$ cat src/rtl/pwm_if.sv
// Duty request in, waveform and period strobe out, for one PWM channel.
// The slave modport is the PWM core; the master modport is whatever supplies the duty.
interface pwm_if #(
  parameter int WIDTH = 8
);
  logic [WIDTH-1:0] DUTY_CYCLE;
  logic             PWM_OUT;
  logic             PERIOD_START;

  modport master (
    output DUTY_CYCLE,
    input  PWM_OUT,
    input  PERIOD_START
  );

  modport slave (
    input  DUTY_CYCLE,
    output PWM_OUT,
    output PERIOD_START
  );
endinterface

$ cat src/rtl/pwm.sv
// Fixed-frequency PWM. The duty word is double-buffered at the period wrap, so the
// output waveform changes shape only on a period boundary and never glitches mid-period.
module pwm #(
  parameter int WIDTH    = 8,
  parameter int PRESCALE = 1
) (
  input  logic CLK,
  input  logic RST,
  pwm_if.slave bus
);

  localparam int               PDW       = (PRESCALE > 1) ? $clog2(PRESCALE) : 1;
  localparam logic [PDW-1:0]   PDIV_LAST = PDW'(PRESCALE - 1);
  localparam logic [WIDTH-1:0] CNT_LAST  = '1;

  logic [PDW-1:0]   pdiv_q, pdiv_d;
  logic [WIDTH-1:0] cnt_q, cnt_d;
  logic [WIDTH-1:0] duty_q, duty_d;
  logic             pwm_q, pwm_d;
  logic             ps_q, ps_d;
  logic             tick;
  logic             wrap;

  // Output level for a counter position; unsigned compare, so no saturation is possible.
  function automatic logic duty_high(input logic [WIDTH-1:0] cnt, input logic [WIDTH-1:0] duty);
    return (cnt < duty);
  endfunction

  assign tick = (pdiv_q == PDIV_LAST);
  assign wrap = tick && (cnt_q == CNT_LAST);

  always_comb begin
    pdiv_d = tick ? '0 : pdiv_q + PDW'(1);
    cnt_d  = tick ? cnt_q + WIDTH'(1) : cnt_q;
    duty_d = wrap ? bus.DUTY_CYCLE : duty_q;
    // Compare the values being written this edge so the registered pin equals (cnt < duty) now.
    pwm_d  = duty_high(cnt_d, duty_d);
    ps_d   = wrap;
  end

  always_ff @(posedge CLK) begin
    if (RST) begin
      pdiv_q <= '0;
      cnt_q  <= '0;
      duty_q <= '0;
      pwm_q  <= 1'b0;
      ps_q   <= 1'b0;
    end else begin
      pdiv_q <= pdiv_d;
      cnt_q  <= cnt_d;
      duty_q <= duty_d;
      pwm_q  <= pwm_d;
      ps_q   <= ps_d;
    end
  end

  assign bus.PWM_OUT      = pwm_q;
  assign bus.PERIOD_START = ps_q;

endmodule

$ cat src/flat_wrapper.sv
// flat-port wrapper written by rule: the top's interface ports become plain ports
module pwm_flat 
#(
  parameter int WIDTH    = 8,
  parameter int PRESCALE = 1
)
  (CLK, RST, bus_DUTY_CYCLE, bus_PWM_OUT, bus_PERIOD_START);
  pwm_if #(.WIDTH(WIDTH)) bus_i ();
  input  logic CLK;
  input  logic RST;
  input wire logic [$bits(bus_i.DUTY_CYCLE)-1:0] bus_DUTY_CYCLE;
  output wire logic [$bits(bus_i.PWM_OUT)-1:0] bus_PWM_OUT;
  output wire logic [$bits(bus_i.PERIOD_START)-1:0] bus_PERIOD_START;
  assign bus_i.DUTY_CYCLE = bus_DUTY_CYCLE;
  assign bus_PWM_OUT = bus_i.PWM_OUT;
  assign bus_PERIOD_START = bus_i.PERIOD_START;
  pwm #(.WIDTH(WIDTH), .PRESCALE(PRESCALE)) u_core (.CLK(CLK), .RST(RST), .bus(bus_i));
endmodule
$ cat config.mk
export PLATFORM = sky130hd
export DESIGN_NAME = pwm_flat
export DESIGN_NICKNAME = d
export VERILOG_FILES = /design/src/rtl/pwm_if.sv /design/src/rtl/pwm.sv /design/src/flat_wrapper.sv
export SDC_FILE = /design/constraint.sdc
export NUM_CORES = 1
export LEC_CHECK = 0
export CORE_MARGIN = 3
export CORE_UTILIZATION = 45
export DETAILED_ROUTE_END_ITERATION = 12
export GPL_TIMING_DRIVEN = 0
export PLACE_DENSITY = 0.67
export SYNTH_ARGS = -nofsm -noshare
export SYNTH_HDL_FRONTEND = slang
export SYNTH_SLANG_ARGS = --single-unit
$ cat constraint.sdc
create_clock -name CLK -period 3.4 [get_ports CLK]
set_input_delay 0.68 -clock CLK [delete_from_list [all_inputs] [get_ports CLK]]
set_output_delay 0.68 -clock CLK [all_outputs]
set_load 0.005 [all_outputs]
**Yosys cells after proc, flatten, opt, wreduce, memory -nomap -nowiden**

Index checks and enable logic that the tools add are counted.

- Add/sub/neg operators: 2
- Multiply operators: 0
- Divide/modulo/power cells: 0
- Order comparisons: 1
- Equality and inequality tests: 1
- Shift operators: 0
- Muxes and demuxes: 2
- Bitwise gates (word level): 1
- Reduce and logical (&&, ||, !) cells: 2

Operators with widths:

| kind | count |
|---|---|
| $mux 8 | 2 |
| $add 8x1->8 const B | 1 |
| $eq 8x8->1 const B | 1 |
| $lt 8x8->1 | 1 |
| $reduce_or 2->1 | 1 |
| $add 1x1->1 const B | 1 |
| $logic_and 1x1->1 | 1 |
| $not 1->1 | 1 |

- Register bits after elaboration: 19
- Bits in latches: 0
- Memory bits (writable): 0
- Bits in read-only memories: 0
- Input bits: 10
- Output and inout bits: 2
- Word-level logic and storage cells: 14
- Memories kept: 0

**Depth between registers and ports, before layout**

- Depth in word-level cells: 4
- Gate-level depth with buffers: 9
- Depth with buffers taken out: 9

**Worst setup path before layout**

No wires, ideal clock.

- Path type: reg2reg
- From: reg u_core.cnt_q[0]
- To: reg u_core.pwm_q (netlist: u_core.bus.PWM_OUT)
- Setup time: 0.058 ns
- Data arrival time: 2.349 ns
- Required time: 3.342 ns
- Path slack: 0.993 ns
- Cell stages (with the launch flop): 10
- Path buffers: 0
- Clock period less this slack: 2.407 ns
- Path through: dfxtp_1 > ha_1 > nand4b_1 > nor2_2 > mux2i_1 > ha_1 > a21oi_1 > nand2_1 > a2111oi_0 > o31a_2

- Word-level cells in the longest chain between the ends: 4
- Elaborated cells between the ends (all ways): 6
- Those cells by class: 1 x add/sub; 1 x order compare; 1 x eq/ne; 2 x mux; 1 x reduce/logical

Ends and longest elaborated chain:

| element | RTL line | source |
|---|---|---|
| from (decl) | pwm.sv:17 | `logic [WIDTH-1:0] cnt_q, cnt_d;` |
| from (signal assigned) | pwm.sv:50 | `cnt_q <= cnt_d;` |
| branches (longest 3 deep; another with $add 8x1->8) | -- |  |
| $lt 8x8->1 (*) | pwm.sv:26 | `return (cnt < duty);` |
| to (signal assigned) | pwm.sv:52 | `pwm_q <= pwm_d;` |
| to (decl) | pwm.sv:19 | `logic pwm_q, pwm_d;` |

Every way passes the cells marked *.
A chain may end at the register's enable or synchronous reset.

**Worst setup path after layout**

Same ends and word-level chain as after synthesis.

==> results.py <==
metrics = {
    "clocking": {
        "cts-root-buf": "clkbuf_4",
        "post_cts_resized": 0,
        "clk_pin_slew_ns": 0.11,
        "postCtsSetupRepairBufs": 0,
        "clock_latency_ns": 0.29,
        "cts_buffers": 3,
        "cts_hold_buf": 0,
        "cts.sinks": 19,
        "tritoncts": "done",
        "h-tree-depth": 1,
        "cts_buffer_depth": 2,
    },
    "yosys": {
        "synth-main-ff-cell": "dfxtp_1",
        "synth_top_area_share_pct": 43.1,
        "synthTopCellsByArea": "dfxtp_1 (43%), ha_1 (11%), mux2i_1 (7.9%), nor2b_1 (5.0%), nor2_1 (4.7%)",
        "synth_top_cell_by_area": "dfxtp_1",
        "syn_nets": 105,
        "seq_area_frac_synth_pct": 43.1,
        "synth_cells": 87,
        "synth_edf_count": 0,
        "yosys_warnings": 0,
        "synthArstFlopShare_pct": 0,
        "yosys_register_bits": 19,
        "synth_cell_types": 27,
        "syn-cell-area_um2": 883,
        "avgSynthCellArea_um2": 10.2,
    },
    "floorplanning": {
        "die_w_um": 50.3,
        "rows": 15,
        "ios": 12,
        "die_area_mm2": 0.00253,
        "coreArea_mm2": 0.00178,
        "initial_core_util_pct": 49.5,
        "fp.dieH_um": 50.3,
    },
    "grt": {
        "grtUsageTotal_pct": 14.1,
        "grt_pass1_vias": 610,
        "overflow": 0,
        "antenna_found_initial": 0,
        "grt_max_degree": 12,
        "grt_pass1_wl_um": 2700,
    },
    "pwr": {
        "ir_drop_uv": 198,
        "power_switching_uw": 83.2,
        "p_clk_share_pct": 29.9,
        "combPwrFrac_pct": 8.5,
        "power.internal_uw": 291,
        "powerDensity_mw_per_mm2": 355,
        "switching_share_pct": 22.3,
        "pwr-share-seq_pct": 61.6,
        "cellLeakagePower_nw": 0.422,
    },
    "worst_setup_path": {
        "path_class": "flip-flop to flip-flop",
        "worstSetupEndpointType": "flip-flop",
        "crit_required_ns": 3.64,
        "critPathMaxFanout": 8,
        "arrival_ns": 2.94,
        "critPathLaunchType": "flip-flop",
    },
    "cells_and_area": {
        "multi_input_area_um2": 495,
        "fillers": 175,
        "layout-drive-gt1-share_pct": 7.84,
        "register_area_um2": 380,
        "layout_common_cells": "dfxtp_1 (19), nor2_1 (11), clkdlybuf4s50_1 (11)",
        "n_antenna_cell": 0,
        "final_common_cell": "dfxtp_1",
        "area_delta_synth_final_pct": 19.1,
        "num-nets-final": 121,
        "stdcell_count": 127,
    },
    "timing": {
        "hold_viol_final": 0,
        "rsz0062_at_grt": "false",
        "skew_ns": 0.00378,
        "finalSetupViolations": 0,
        "worstMarginPinSlew_ns": 0.500,
        "finalMaxSlewViolations": 0,
        "slew_headroom_pct": 66.6,
        "fin_crit_ns": 2.70,
        "tns_ns": 0,
        "fin_crit_sh_pct": 79.4,
        "max_freq_ghz": 0.370,
    },
    "placed_design": {
        "gp_congestion": 0.749,
        "dpl.hpwl_um": 1120,
        "dp.cells": 123,
        "io_buffers": 11,
    },
    "routing": {
        "ant_nets": 0,
        "wl_per_cell_um": 11.1,
        "drt_iter0_markers": 3,
        "vias": 635,
        "drt_wl_total_um": 1420,
        "dr.pass1.iters": 2,
        "post-route-drc-count": 0,
        "avgViaCountPerCell": 5.00,
    },
    "hold_path": {
        "holdCritPathClass": "flip-flop to flip-flop",
    },
    "flow_run": {
        "max_cap_viol_count": 0,
    },
    "outcome": {
        "status": "completed",
    },
}
-- final cells by class --
cell class / count / share of cell area [%]
multi-input combinational: 66 / 47.1
sequential: 19 / 36.1
timing repair buffer: 11 / 10.5
tap: 25 / 2.97
clock buffer: 3 / 2.14
clock inverter: 1 / 0.476
buffer: 1 / 0.357
inverter: 1 / 0.357
-- per-layer routing --
layer / vias up / wire length (µm) / GRT usage [%]
li1: 338 / - / -
met1: 290 / 677 / 18.0
met2: 7 / 680 / 22.0
met5: - / 0 / 0
met3: 0 / 58 / 4.45
met4: 0 / 0 / 5.38
-- cell usage after synthesis (2+ instances only) --
cell	instances
nor2b_1	7
nand4_1	2
nand2_1	5
nor2_1	11
ha_1	8
xor2_1	3
a21oi_1	3
xnor2_1	4
mux2i_1	7
nand4b_1	2
dfxtp_1	19
-- flip-flops by register name, indices dropped and copies added, names as in the netlist --
| signal | flops |
|---|---|
| u_core.bus.PWM_OUT | 1 |
| u_core.pdiv_q | 1 |
| u_core.cnt_q | 8 |
| u_core.bus.PERIOD_START | 1 |
| u_core.duty_q | 8 |
-- worst paths after layout --
path | from | end | slack (ns) | cells past startpoint
min reg2reg | u_core.duty_q[0] | u_core.duty_q[0] | 0.49 | 2
max | u_core.cnt_q[0] | u_core.bus.PWM_OUT | 0.70 | 9
min | u_core.duty_q[0] | u_core.duty_q[0] | 0.49 | 2
max reg2reg | u_core.cnt_q[0] | u_core.bus.PWM_OUT | 0.70 | 9
-- per-stage QoR --
stage / power, mW / hold WS (ns) / setup slack, ns / instance area (µm²) / util (%)
6_report: 0.374 / 0.489 / 0.699 / 1050 / 59.0
5_1_grt: 0.397 / 0.534 / 0.420 / 1050 / 59.0
4_1_cts: 0.381 / 0.493 / 0.674 / 1050 / 59.0
3_5_place_dp: 0.268 / 0.475 / 0.721 / 1020 / 57.5
3_3_place_gp: 0.267 / 0.464 / 0.685 / 1020 / 57.5
2_1_floorplan: 0.249 / 0.454 / 0.993 / 883 / -
-- power groups by stage --
stage               combinational (mW)  clock [mW]  sequential, mW
CTS                             0.0326       0.118           0.230
finish                          0.0317       0.112           0.230
global placement                0.0315           0           0.235
detailed placement              0.0323           0           0.235
floorplan                       0.0145           0           0.235
global route                    0.0369       0.129           0.231
-- cells by family (layout without fill, tap and decap cells) --
group | after synthesis | after routing | synth area share [%]
muxes | 8 | 8 | 9.21
xor gates and xnor gates | 7 | 7 | 6.94
and+or+nand+nor | 34 | 34 | 22.2
AOI/OAI and AO/OA | 8 | 8 | 5.95
DFF | 19 | 19 | 43.1
other | 1 | 1 | 0.425
adders and majority gates | 8 | 8 | 11.3
buffers and inverters | 2 | 17 | 0.849
-- critical path, cell delays in order (launching register included) --
cell	delay [ns]
dfxtp_1	0.38
ha_1	0.20
nand4b_1	0.21
nor2_2	0.46
mux2i_1	0.29
ha_1	0.29
a21oi_1	0.16
nand2_1	0.06
a2111oi_0	0.39
o31a_2	0.21
No activity file was read; power rests on OpenSTA's default activity.
